File: config.mk
export PLATFORM = sky130hd
export DESIGN_NAME = simple_pipe_flat
export DESIGN_NICKNAME = d
export VERILOG_FILES = /design/src/rtl/simple_pkg.sv /design/src/rtl/simple_pipe_if.sv /design/src/rtl/simple_satacc.sv /design/src/rtl/simple_pipe.sv /design/src/flat_wrapper.sv
export SDC_FILE = /design/constraint.sdc
export NUM_CORES = 1
export LEC_CHECK = 0
export BUFFER_PORTS_ARGS = -buffer_cell sky130_fd_sc_hd__buf_2
export CORE_MARGIN = 2
export CORE_UTILIZATION = 55
export CTS_CLUSTER_DIAMETER = 60
export DETAILED_ROUTE_END_ITERATION = 8
export MAX_ROUTING_LAYER = met4
export PLACE_DENSITY = 0.77
export SYNTH_ARGS = -nofsm -noshare
export SYNTH_HDL_FRONTEND = slang
export SYNTH_SLANG_ARGS = --single-unit
File: constraint.sdc
create_clock -name clk -period 7.8 [get_ports clk]
set_clock_uncertainty 0.1 [all_clocks]
set_input_delay 1.56 -clock clk [delete_from_list [all_inputs] [get_ports clk]]
set_output_delay 1.56 -clock clk [all_outputs]
set_load 0.05 [all_outputs]
File: src/rtl/simple_pkg.sv
// Shared types and helpers for the simple_pipe multiply-add datapath and its
// reusable accumulate/narrow stage.
package simple_pkg;
  localparam int LATENCY = 3;
  // Widest intermediate: a 65-bit accumulator sum plus sign-extension headroom.
  localparam int MAX_W   = 68;

  typedef enum logic {OP_ADD = 1'b0, OP_SUB = 1'b1} op_e;

  typedef struct packed {
    logic signed [MAX_W-1:0] val;
    logic                    ovf;
  } narrow_t;

  function automatic int full_w(input int w);
    return 2*w + 1;
  endfunction

  // Narrow val to width bits: clamp when sat=1, two's-complement wrap otherwise.
  function automatic narrow_t sat_narrow(input logic signed [MAX_W-1:0] val,
                                         input int width, input logic sat);
    logic signed [MAX_W-1:0] maxv, minv, tmp;
    narrow_t res;
    maxv    = (MAX_W'(1) <<< (width-1)) - MAX_W'(1);
    minv    = ~maxv;
    res.ovf = (val > maxv) || (val < minv);
    tmp     = val <<< (MAX_W - width);
    tmp     = tmp >>> (MAX_W - width);
    if (!res.ovf)  res.val = val;
    else if (sat)  res.val = val[MAX_W-1] ? minv : maxv;
    else           res.val = tmp;
    return res;
  endfunction
endpackage

File: src/rtl/simple_pipe_if.sv
// Sample/result bus of simple_pipe; master is the sample source, slave the pipe.
interface simple_pipe_if #(
  parameter int IN_W  = 15,
  parameter int OUT_W = 31
);
  logic                    ce;
  logic                    in_valid;
  logic                    sub;
  logic                    acc;
  logic signed [IN_W-1:0]  A;
  logic signed [IN_W-1:0]  B;
  logic signed [IN_W-1:0]  C;
  logic                    clr_ovf;
  logic                    out_valid;
  logic signed [OUT_W-1:0] Y;
  logic                    ovf;

  modport master (output ce, in_valid, sub, acc, A, B, C, clr_ovf,
                  input  out_valid, Y, ovf);
  modport slave  (input  ce, in_valid, sub, acc, A, B, C, clr_ovf,
                  output out_valid, Y, ovf);
endinterface

File: src/rtl/simple_satacc.sv
// Final stage: optional accumulate onto Y, narrow to OUT_W (saturate or wrap)
// and keep a sticky overflow flag.
module simple_satacc
  import simple_pkg::*;
#(
  parameter int P_W   = 31,
  parameter int OUT_W = 31,
  parameter int SAT   = 1
) (
  input  logic                    clk,
  input  logic                    rst,
  input  logic                    en,
  input  logic                    vin,
  input  logic                    acc,
  input  logic signed [P_W-1:0]   p,
  input  logic                    clr_ovf,
  output logic signed [OUT_W-1:0] y,
  output logic                    ovf
);
  if (OUT_W > P_W || P_W + 1 > MAX_W - 1) begin : g_bad_w
    $error("simple_satacc: unsupported P_W=%0d / OUT_W=%0d", P_W, OUT_W);
  end

  logic signed [P_W:0]     y_x, p_x, r;
  logic signed [MAX_W-1:0] r_x;
  narrow_t                 nr;
  logic                    unused_hi;

  // One extra bit keeps Y + P exact before narrowing.
  assign y_x       = acc ? {{(P_W+1-OUT_W){y[OUT_W-1]}}, y} : '0;
  assign p_x       = {p[P_W-1], p};
  assign r         = y_x + p_x;
  assign r_x       = {{(MAX_W-P_W-1){r[P_W]}}, r};
  assign nr        = sat_narrow(r_x, OUT_W, SAT != 0);
  assign unused_hi = ^nr.val[MAX_W-1:OUT_W];

  always_ff @(posedge clk or posedge rst) begin
    if (rst) begin
      y   <= '0;
      ovf <= 1'b0;
    end else begin
      if (en && vin) y <= nr.val[OUT_W-1:0];
      // A new overflow beats a simultaneous clear; clear ignores the enable.
      if (en && vin && nr.ovf) ovf <= 1'b1;
      else if (clr_ovf)        ovf <= 1'b0;
    end
  end
endmodule

File: src/rtl/simple_pipe.sv
// Three-stage signed Y = C * (A +/- B) with optional accumulation, stalled by ce.
module simple_pipe
  import simple_pkg::*;
#(
  parameter int IN_W  = 15,
  parameter int OUT_W = 31,
  parameter int SAT   = 1
) (
  input logic          clk,
  input logic          rst,
  simple_pipe_if.slave bus
);
  localparam int FW = full_w(IN_W);

  if (IN_W < 2 || IN_W > 32) begin : g_bad_in
    $error("simple_pipe: IN_W=%0d outside 2..32", IN_W);
  end
  if (OUT_W < IN_W + 1 || OUT_W > FW) begin : g_bad_out
    $error("simple_pipe: OUT_W=%0d outside %0d..%0d", OUT_W, IN_W + 1, FW);
  end

  typedef struct packed {
    logic signed [IN_W:0]   d;
    logic signed [IN_W-1:0] c;
    logic                   acc;
  } s1_t;

  typedef struct packed {
    logic signed [FW-1:0] p;
    logic                 acc;
  } s2_t;

  logic [LATENCY:1]     vld_pipe;
  s1_t                  s1_d, s1_q;
  s2_t                  s2_q;
  logic signed [IN_W:0] a_x, b_x;
  logic signed [FW-1:0] c_x, d_x;

  assign a_x = {bus.A[IN_W-1], bus.A};
  assign b_x = {bus.B[IN_W-1], bus.B};

  always_comb begin
    s1_d     = '0;
    s1_d.c   = bus.C;
    s1_d.acc = bus.acc;
    s1_d.d   = (op_e'(bus.sub) == OP_SUB) ? a_x - b_x : a_x + b_x;
  end

  // Operands widened to the full product width so the multiply is exact.
  assign c_x = {{(FW-IN_W){s1_q.c[IN_W-1]}}, s1_q.c};
  assign d_x = {{(FW-IN_W-1){s1_q.d[IN_W]}}, s1_q.d};

  always_ff @(posedge clk or posedge rst) begin
    if (rst) begin
      vld_pipe <= '0;
      s1_q     <= '0;
      s2_q     <= '0;
    end else if (bus.ce) begin
      vld_pipe <= {vld_pipe[LATENCY-1:1], bus.in_valid};
      s1_q     <= s1_d;
      s2_q.p   <= c_x * d_x;
      s2_q.acc <= s1_q.acc;
    end
  end

  simple_satacc #(
    .P_W   (FW),
    .OUT_W (OUT_W),
    .SAT   (SAT)
  ) u_satacc (
    .clk     (clk),
    .rst     (rst),
    .en      (bus.ce),
    .vin     (vld_pipe[LATENCY-1]),
    .acc     (s2_q.acc),
    .p       (s2_q.p),
    .clr_ovf (bus.clr_ovf),
    .y       (bus.Y),
    .ovf     (bus.ovf)
  );

  assign bus.out_valid = vld_pipe[LATENCY];
endmodule

File: src/flat_wrapper.sv
// flat-port wrapper written by rule: the top's interface ports become plain ports
module simple_pipe_flat import simple_pkg::*;
#(
  parameter int IN_W  = 15,
  parameter int OUT_W = 31,
  parameter int SAT   = 1
)
  (clk, rst, bus_ce, bus_in_valid, bus_sub, bus_acc, bus_A, bus_B, bus_C, bus_clr_ovf, bus_out_valid, bus_Y, bus_ovf);
  simple_pipe_if #(.IN_W(IN_W), .OUT_W(OUT_W)) bus_i ();
  input logic clk;
  input logic rst;
  input wire logic [$bits(bus_i.ce)-1:0] bus_ce;
  input wire logic [$bits(bus_i.in_valid)-1:0] bus_in_valid;
  input wire logic [$bits(bus_i.sub)-1:0] bus_sub;
  input wire logic [$bits(bus_i.acc)-1:0] bus_acc;
  input wire logic [$bits(bus_i.A)-1:0] bus_A;
  input wire logic [$bits(bus_i.B)-1:0] bus_B;
  input wire logic [$bits(bus_i.C)-1:0] bus_C;
  input wire logic [$bits(bus_i.clr_ovf)-1:0] bus_clr_ovf;
  output wire logic [$bits(bus_i.out_valid)-1:0] bus_out_valid;
  output wire logic [$bits(bus_i.Y)-1:0] bus_Y;
  output wire logic [$bits(bus_i.ovf)-1:0] bus_ovf;
  assign bus_i.ce = bus_ce;
  assign bus_i.in_valid = bus_in_valid;
  assign bus_i.sub = bus_sub;
  assign bus_i.acc = bus_acc;
  assign bus_i.A = bus_A;
  assign bus_i.B = bus_B;
  assign bus_i.C = bus_C;
  assign bus_i.clr_ovf = bus_clr_ovf;
  assign bus_out_valid = bus_i.out_valid;
  assign bus_Y = bus_i.Y;
  assign bus_ovf = bus_i.ovf;
  simple_pipe #(.IN_W(IN_W), .OUT_W(OUT_W), .SAT(SAT)) u_core (.clk(clk), .rst(rst), .bus(bus_i));
endmodule
# --- Word level (Yosys, flattened, before mapping) ---
# Index checks and enable logic that the tools add are counted.
word_totals:
  reg_bits: 99
  output_inout_bits: 33
  inputBits: 52
op_classes:
  n_mul: 1
  addsub: 3
  order_cmp: 2
  mux: 6
  n_reduce_logical: 4
op_table:
  columns: ["cell", "count"]
  rows:
  - ["2-to-1 mux 31 bit", 2]
  - ["adder 32 x 31 -> 32 bit", 1]
  - ["> comparator 32 x 31 -> 1 bit, second input constant", 1]
  - ["less-than comparator 32 x 31 -> 1 bit, second input constant", 1]
  - ["2-to-1 mux 32 bit", 1]
  - ["multiplier 15 x 16 -> 31 bit", 1]
  - ["adder 15 x 15 -> 16 bit", 1]
  - ["2-to-1 mux 16 bit", 1]
  - ["subtractor 15 x 15 -> 16 bit", 1]
  - ["logical AND 1 bit", 2]
  - ["2-to-1 mux 1 bit", 2]
  - ["nonzero test 2 bit", 1]
  - ["logical OR 1 bit", 1]

# --- Depth between registers and ports, before layout ---
# Gate-level depths: netlist of run 1.
depth:
  depth_word: 6
  mapped_depth: 24

# --- Modules after synthesis ---
# A second synthesis of run 1 with hierarchy kept.
unflattened:
  hier_cells: 1767
  hier_area_um2: 16211.8
by_module_without_submodules:
  columns: ["module", "area_per_inst_um2", "cells_each", "n_inst"]
  rows:
  - ["simple_pipe", 12654.6, 1337, 1]
  - ["simple_satacc", 3557.2, 430, 1]

# --- Worst setup path after synthesis of run 1 ---
# No wires, ideal clock.
synth_path:
  path_kind: "reg2reg"
  from: "register u_core.s1_q, in the netlist u_core.c_x[8]"
  to: "register u_core.s2_q[31] (netlist name)"
  synth_period_minus_slack_ps: 6473
  arrival_ps: 6248
  path_stages_with_launch: 24
  required_ps: 7575
  setup_slack_ps: 1327
  path_cell_list: "dfrtp_1 -> clkbuf_1 -> clkbuf_1 -> nand2_1 -> fa_1 -> inv_1 -> fa_1 -> inv_1 -> fa_1 -> inv_1 -> fa_1 -> fa_1 -> inv_1 -> fa_1 -> inv_1 -> ha_1 -> and3_1 -> a311oi_4 -> o311a_1 -> o21ai_2 -> or4_1 -> a31oi_1 -> xnor2_1 -> mux2_4"
synth_via:
  elab_chain_cells: 1
synth_lines:
  columns: ["item", "line", "source"]
  rows:
  - ["from (decl)", "simple_pipe.sv:34", "s1_t s1_d, s1_q;"]
  - ["from (signal assigned)", "simple_pipe.sv:56", "s1_q <= '0;"]
  - ["from (signal assigned)", "simple_pipe.sv:60", "s1_q <= s1_d;"]
  - ["multiplier 15 x 16 -> 31 bit", "simple_pipe.sv:61", "s2_q.p <= c_x * d_x;"]
# No other way between the ends.
# A chain may end at the register's enable or synchronous reset.

# --- Worst setup path after layout of run 1 ---
layout_path:
  from: "register u_core.s1_q, in the netlist u_core.d_x[8]"
  to: "register u_core.s2_q[31] (netlist name)"
layout_via:
  elab_chain_cells: 1
layout_lines:
  columns: ["item", "line"]
  rows:
  - ["multiplier 15 x 16 -> 31 bit", "simple_pipe.sv:61"]
# No other way between the ends.

==> results of run 1 <==
[metal layers]
layer | wire length (um) | share of wire [%]
met5 | 0 | 0
met4 | 1490 | 3.9
met3 | 1950 | 5.1
met2 | 19200 | 50
met1 | 15600 | 41
[metrics by stage]
stage                     setup WS [ns]  util (%)  hold WS (ns)  std cells
after floorplan                    1.33         -         0.358       1686
after global placement             1.06      58.2         0.361       2093
after detailed placement          0.898      58.2         0.364       2093
after CTS                         0.900      59.2         0.383       2109
after global routing              0.573      59.2         0.414       2110
final                             0.874      59.3         0.384       2111
[layout make-up]
cell class | instances | area [um^2]
Clock inverter | 5 | 46.3
Sequential cell | 99 | 2480
Inverter | 286 | 1080
Timing Repair Buffer | 88 | 450
Fill cell | 2450 | 11300
Tap cell | 378 | 473
Antenna cell | 2 | 5.00
Clock buffer | 11 | 243
Multi-Input combinational cell | 1242 | 11700
[synthesized netlist by cell type (13+ instances only)]
| cell type | count | area (um^2) |
|---|---|---|
| mux2_2 | 49 | 552 |
| nor3_1 | 20 | 100 |
| ha_1 | 131 | 1640 |
| xnor2_1 | 70 | 613 |
| nand3_1 | 17 | 85.1 |
| a21oi_1 | 81 | 405 |
| a31oi_1 | 13 | 81.3 |
| a21o_1 | 21 | 158 |
| inv_1 | 286 | 1070 |
| nor2_1 | 88 | 330 |
| dfrtp_1 | 99 | 2480 |
| and2_1 | 144 | 901 |
| clkbuf_1 | 51 | 191 |
| nand2_1 | 181 | 679 |
| fa_1 | 237 | 4740 |
| xor2_1 | 13 | 114 |
| o21ai_0 | 29 | 145 |
[how the worst min path moves through the flow]
stage,start,cells past startpoint,end,slack (ns)
floorplan,u_core.s2_q[27],2,u_core.s2_q[27],0.36
global placement,u_core.vld_pipe[3],1,u_core.vld_pipe[3],0.36
detailed placement,u_core.vld_pipe[3],1,u_core.vld_pipe[3],0.36
CTS,u_core.vld_pipe[3],1,u_core.vld_pipe[3],0.38
global route,u_core.vld_pipe[3],1,u_core.vld_pipe[3],0.41
finish,u_core.vld_pipe[3],1,u_core.vld_pipe[3],0.38
[registers in the layout, indices dropped and copies added, names as in the netlist]
name and count:
u_core.u_satacc.ovf 1, u_core.u_satacc.y 31, u_core.vld_pipe 3, u_core.s2_q 32, u_core.d_x 16, u_core.s1_q 1
u_core.c_x 15
[logic make-up after synthesis]
group | count (synthesis) | share of synthesized area (%)
compound gates | 238 | 10.1
xor+xnor | 83 | 4.69
fa+ha+maj | 368 | 41.2
buf+inv | 345 | 8.57
flops | 99 | 16.0
mux | 53 | 3.85
simple gates | 500 | 15.6
[critical path, cell delays in order, from the launching register on]
cell,delay (ns)
dfrtp_1,0.61
and2_1,0.29
fa_1,0.50
inv_1,0.06
fa_1,0.52
inv_1,0.06
fa_1,0.53
fa_1,0.48
fa_1,0.55
inv_1,0.06
fa_1,0.53
inv_1,0.04
ha_1,0.34
a21oi_1,0.28
nor2_2,0.08
a311oi_4,0.38
o311a_1,0.32
o21ai_2,0.11
or4_1,0.41
a31oi_1,0.22
xnor2_1,0.09
mux2_4,0.26
==> flow_summary.toml, run 1 <==
[layout]
drive_gt1_share_pct = 9.82
nets = 2146
area_growth_pct = 6.23
final_cell_mix = "inv_1 (285), fa_1 (237), nand2_1 (181)"
final_common_cell = "inv_1"
fin_area_um2 = 16500

[status]
status = "completed"

[cts]
cts_tree = "done"
clockBufferDepth = 2
cts-resized-gates = 0
cts_setup_buffers = 0
cts-root-buf = "clkbuf_16"
h-tree-depth = 3
clk_latency_ns = 0.38
clock-sinks = 99
ctsHoldBuffers = 0
numCtsBuffers = 9
clk_pin_slew_ns = 0.08

[route]
vias = 11800
antenna_left = 0
dr.pass1.iters = 5
drtIter0Drc = 716
wire_per_inst_um = 18.1
vias_per_cell = 5.59
drc_errors = 0
routed_wl_um = 38300

[setup_path]
critPathMaxFanout = 16
crit_arrival_ns = 7.08
cp-start-kind = "flip-flop"
reg2reg_to = "u_core.s2_q[31]"
startpoint = "u_core.d_x[8]"
required_ns = 7.96
timing.rr.start = "u_core.d_x[8]"
worst-setup-path-type = "flip-flop to flip-flop"
reg2reg_depth = 21
critPathCaptureType = "flip-flop"
reg2reg_slack_ns = 0.87
critPathCapture = "u_core.s2_q[31]"

[yosys]
synth_ff_type = "dfrtp_1"
synth_edf_count = 0
synth_area_per_cell_um2 = 9.19
syn-cell-area_um2 = 15500
yosysSeqAreaShare_pct = 16.0
yosysWarnings = 0
synthCells = 1686
synth_cell_types = 73
ys_ff_latch = 99
ys_async_sr_fraction_pct = 100
synth_nets = 2106

[grt]
grt_pass1_vias = 12600
met3_usage_pct = 3.94
grt_util_met1_pct = 35.3
met2_usage_pct = 49.5
grt_start_max_net_pins = 73
grt_antenna_before_repair = 1
gr-total-overflow = 0
grtUsageTotal_pct = 29.0
busiest_layer = "met2"
grt_pass1_wl_um = 63800

[sta]
max_freq_ghz = 0.144
slew_headroom_pct = 22.9
drv_slew = 0
rsz0062_at_grt = "no"
finalCritPeriodShare_pct = 88.8
hold_viol = 0
min_period_ns = 6.93
finalSetupViolCount = 0
worst_pin_slew_ns = 1.16
fin_setup_tns_ns = 0

[placed_design]
hpwl_um = 30800
place_area_um2 = 16200
gp_congestion = 0.965
port_buffers = 84

[job]
drv_cap = 0

[min_path]
hp-class = "flip-flop to flip-flop"

[die]
die_w_um = 172
fp-row-count = 61
die_y_um = 172
die_area_um2 = 29500
initial_utilization_pct = 55.8
core_um2 = 27800
num_io_pins = 85
Power of run 1 is left out: the tool's default activity adds up to more than one toggle a clock period on the data nets, which glitch-free logic cannot reach.
==> inputs of run 2 (changes only) <==
CORE_UTILIZATION = 50   (was 55)
PLACE_DENSITY = 0.71   (was 0.77)
==> flow_summary.toml, run 2 (synthesized netlist as in run 1, its figures left out) <==
[placed_design]
hpwl_um = 30800
port_buffers = 84
gp_congestion = 0.921

[setup_path]
worst-setup-path-type = "flip-flop to flip-flop"
max_stage_delay_ns = 0.91
critPathMaxFanout = 16
slowest_stage = "fa_1"
crit_arrival_ns = 7.14
required_ns = 7.96
crit_top_cell = "fa_1"
worstPathCellList = "nand2_1 > inv_1 > fa_1 > fa_1 > fa_1 > fa_1 > fa_1 > inv_1 > fa_1 > inv_1 > ha_1 > a21o_1 > a21oi_1 > nor2b_1 > o31ai_4 > o21ai_2 > or4_1 > a31oi_1 > xnor2_1 > mux2_4"
cp-start-kind = "flip-flop"
critPathCaptureType = "flip-flop"

[layout]
largest_reg_flops = 32
drive_gt1_share_pct = 10.0
area_growth_pct = 6.58
final_cell_mix = "inv_1 (285), fa_1 (237), nand2_1 (181)"
top_register = "u_core.s2_q"
final_common_cell = "inv_1"
nets = 2149

[route]
vias = 11700
dr.pass1.iters = 5
drtIter0Drc = 672
vias_per_cell = 5.51
drc_errors = 0
routed_wl_um = 38200
antenna_left = 0
wire_per_inst_um = 17.9

[cts]
cts_tree = "done"
clockBufferDepth = 2
clk_pin_slew_ns = 0.09
clock-sinks = 99
cts-root-buf = "clkbuf_16"
numCtsBuffers = 9
h-tree-depth = 3
cts_setup_buffers = 0
ctsHoldBuffers = 0
clk_latency_ns = 0.37
cts-resized-gates = 0

[job]
drv_cap = 0

[sta]
finalCritPeriodShare_pct = 89.5
fin_setup_tns_ns = 0
drv_slew = 0
worst_pin_slew_ns = 1.07
finalSetupViolCount = 0
max_freq_ghz = 0.143
min_period_ns = 6.98
rsz0062_at_grt = "no"
slew_headroom_pct = 28.5
hold_viol = 0

[grt]
grt_antenna_before_repair = 3
grt_start_max_net_pins = 59
grt_pass1_wl_um = 64200
gr-total-overflow = 0
grtUsageTotal_pct = 25.6
grt_pass1_vias = 12400

[die]
die_y_um = 180
num_io_pins = 85
initial_utilization_pct = 50.7
core_um2 = 30600
fp-row-count = 64
die_w_um = 180
die_area_um2 = 32400

[status]
status = "completed"

[min_path]
hp-class = "flip-flop to flip-flop"
[run 2: worst paths after layout]
kind	depth (start not counted)	startpoint	slack [ns]	end
hold reg to reg	1	u_core.vld_pipe[3]	0.38	u_core.vld_pipe[3]
hold / removal	1	u_core.vld_pipe[3]	0.38	u_core.vld_pipe[3]
max in group asynchronous	3	rst	5.18	u_core.d_x[9]
min in group asynchronous	2	rst	1.24	u_core.u_satacc.y[20]
setup reg to reg	20	u_core.d_x[15]	0.82	u_core.s2_q[31]
setup / recovery	20	u_core.d_x[15]	0.82	u_core.s2_q[31]
[run 2: routing by layer]
metal | vias up | track usage, % | part of all wire (%)
met1 | 5901 | 32.3 | 42
met2 | 328 | 43.1 | 50
met4 | 0 | 8.13 | 3.0
met3 | 57 | 3.17 | 4.6
met5 | - | - | 0
li1 | 5453 | - | -
[run 2: layout make-up]
type / count / area [um^2]
Fill cell: 2811 / 14100
Antenna cell: 2 / 5.00
Clock inverter: 7 / 72.6
Multi-Input combinational cell: 1242 / 11700
Clock buffer: 9 / 225
Inverter: 286 / 1080
Timing Repair Buffer: 91 / 473
Tap cell: 396 / 495
Sequential cell: 99 / 2480
[run 2: critical path, delay by kind of cell (launching register included)]
family	cells	cell delay, ns
adders and majority gates	7	3.81
AOI/OAI and AO/OA	5	0.88
DFF	1	0.74
and+or+nand+nor	3	0.72
buffers and inverters	3	0.27
muxes	1	0.26
xor gates and xnor gates	1	0.08
[run 2: stage by stage]
step           hold slack [ns]  utilization (%)  area, um^2  worst slack [ns]  std cells
2_1_floorplan            0.358                -       15500              1.33       1686
3_5_place_dp             0.364             53.0       16200             0.863       2114
3_3_place_gp             0.360             53.0       16200             0.994       2114
5_1_grt                  0.411             54.0       16500             0.452       2132
4_1_cts                  0.383             54.0       16500             0.846       2130
6_report                 0.380             54.0       16500             0.820       2132
Power of run 2 is left out for the same reason.
==> inputs of run 3 (changes only) <==
GPL_TIMING_DRIVEN = 0   (was unset)
clock period = 8.2 ns   (was 7.8 ns; I/O delays follow)
==> flow_summary.toml, run 3 (synthesized netlist as in run 1, its figures left out) <==
[setup_path]
timing.rr.start = "u_core.c_x[7]"
path_buf_inv = 7
worstPathCellList = "clkbuf_1 > clkbuf_1 > nand2_1 > fa_1 > inv_1 > fa_1 > inv_1 > fa_1 > inv_1 > fa_1 > fa_1 > inv_1 > fa_1 > inv_1 > ha_1 > and3_1 > a311oi_4 > o311a_1 > o21ai_2 > or4_1 > a31oi_1 > xnor2_1 > mux2_4"
critPathCaptureType = "flip-flop"
worst-path-stages = 23
reg2reg_slack_ns = 0.72
slowest_stage = "fa_1"
reg2reg_depth = 23
critPathMaxFanout = 10
required_ns = 8.35
reg2reg_to = "u_core.s2_q[31]"
max_stage_delay_ns = 0.55
path_delay_family = "adder cells"
worst-setup-path-type = "flip-flop to flip-flop"
crit_arrival_ns = 7.63
crit_top_cell = "fa_1"
cp-start-kind = "flip-flop"

[sta]
min_period_ns = 7.48
finalCritPeriodShare_pct = 91.2
slew_headroom_pct = 32.0
finalSetupViolCount = 0
worst_pin_slew_ns = 1.02
hold_viol = 0
setup_slack_ns = 0.718
rsz0062_at_grt = "no"
max_freq_ghz = 0.134
fin_setup_tns_ns = 0
drv_slew = 0

[die]
core_um2 = 30600
fp-row-count = 64
die_y_um = 180
initial_utilization_pct = 50.7
die_w_um = 180
num_io_pins = 85
die_area_um2 = 32400

[layout]
nets = 2201
area_growth_pct = 7.97
drive_gt1_share_pct = 9.53
finish.utilization_pct = 54.7
final_cell_mix = "inv_1 (285), fa_1 (237), nand2_1 (181)"
largest_reg_flops = 32
stdcell_count = 2184
top_register = "u_core.s2_q"
final_common_cell = "inv_1"

[route]
antenna_left = 0
drtIter0Drc = 740
drc_errors = 0
vias = 12100
routed_wl_um = 39900
dr.pass1.iters = 5
vias_per_cell = 5.52
wire_per_inst_um = 18.3

[grt]
grtUsageTotal_pct = 26.9
grt_pass1_wl_um = 66500
grt_antenna_before_repair = 3
grt_start_max_net_pins = 68
gr-total-overflow = 0
grt_pass1_vias = 12600

[status]
status = "completed"

[cts]
cts_setup_buffers = 0
numCtsBuffers = 9
h-tree-depth = 3
ctsHoldBuffers = 0
cts-root-buf = "clkbuf_16"
clk_pin_slew_ns = 0.07
clock-sinks = 99
cts_tree = "done"
clk_latency_ns = 0.36
cts-resized-gates = 0
clockBufferDepth = 2

[job]
drv_cap = 0

[placed_design]
port_buffers = 83
gp_congestion = 0.906
hpwl_um = 33300
place_ws_ns = 0.722
placedCellCount = 2166

[min_path]
hold_depth = 1
hp-class = "flip-flop to flip-flop"
hold_end = "u_core.vld_pipe[3]"
hold_path_startpoint = "u_core.vld_pipe[3]"
## run 3: cell count changes in the layout (fill, tap and decap cells not counted), sizes merged
cell    before  now
bufinv       0    1
clkbuf       9   63
clkinv       4    0
inv        288  286
diode        2    4
buf         91   92
## run 3: routing by layer
layer | track usage (%) | share of wire, %
met1 | 35.7 | 43
met5 | - | 0
met4 | 7.52 | 2.7
met2 | 43.3 | 48
met3 | 4.02 | 6.4
## run 3: per-stage QoR
step	cell area (um^2)	hold slack (ns)
after floorplan	15500	0.358
after global placement	16400	0.361
after detailed placement	16400	0.364
after CTS	16700	0.380
after global routing	16700	0.412
final	16700	0.381
## run 3: how the worst max path moves through the flow
| stage | startpoint | endpoint | slack [ns] |
|---|---|---|---|
| after CTS | u_core.c_x[7] | u_core.s2_q[31] | 0.69 |
| final | u_core.c_x[7] | u_core.s2_q[31] | 0.72 |
| after detailed placement | u_core.c_x[7] | u_core.s2_q[31] | 0.72 |
| after global placement | u_core.c_x[7] | u_core.s2_q[31] | 0.79 |
| after floorplan | u_core.c_x[8] | u_core.s2_q[31] | 1.73 |
| after global routing | u_core.c_x[7] | u_core.s2_q[31] | 0.38 |
## run 3: worst register-to-register path, cell delays in order, from the launching register on
cell and delay, ns:
dfrtp_1 0.32, clkbuf_1 0.49, clkbuf_1 0.46, nand2_1 0.14
fa_1 0.52, inv_1 0.05, fa_1 0.50, inv_1 0.06
fa_1 0.48, inv_1 0.05, fa_1 0.50, fa_1 0.55
inv_1 0.06, fa_1 0.52, inv_1 0.06, ha_1 0.38
and3_1 0.21, a311oi_4 0.44, o311a_1 0.30, o21ai_2 0.11
or4_1 0.42, a31oi_1 0.21, xnor2_1 0.15, mux2_4 0.29
## run 3: final cells by class
class | instances | area [um^2]
diodes | 4 | 10.0
plain buffers | 59 | 254
clock buffers | 12 | 246
clock inverters | 2 | 37.5
fillers | 2834 | 13900
inverters | 286 | 1080
multi-input cells | 1242 | 11700
flip-flops and latches | 99 | 2480
well taps | 396 | 495
repair buffers | 84 | 443
Power of run 3 is left out for the same reason.
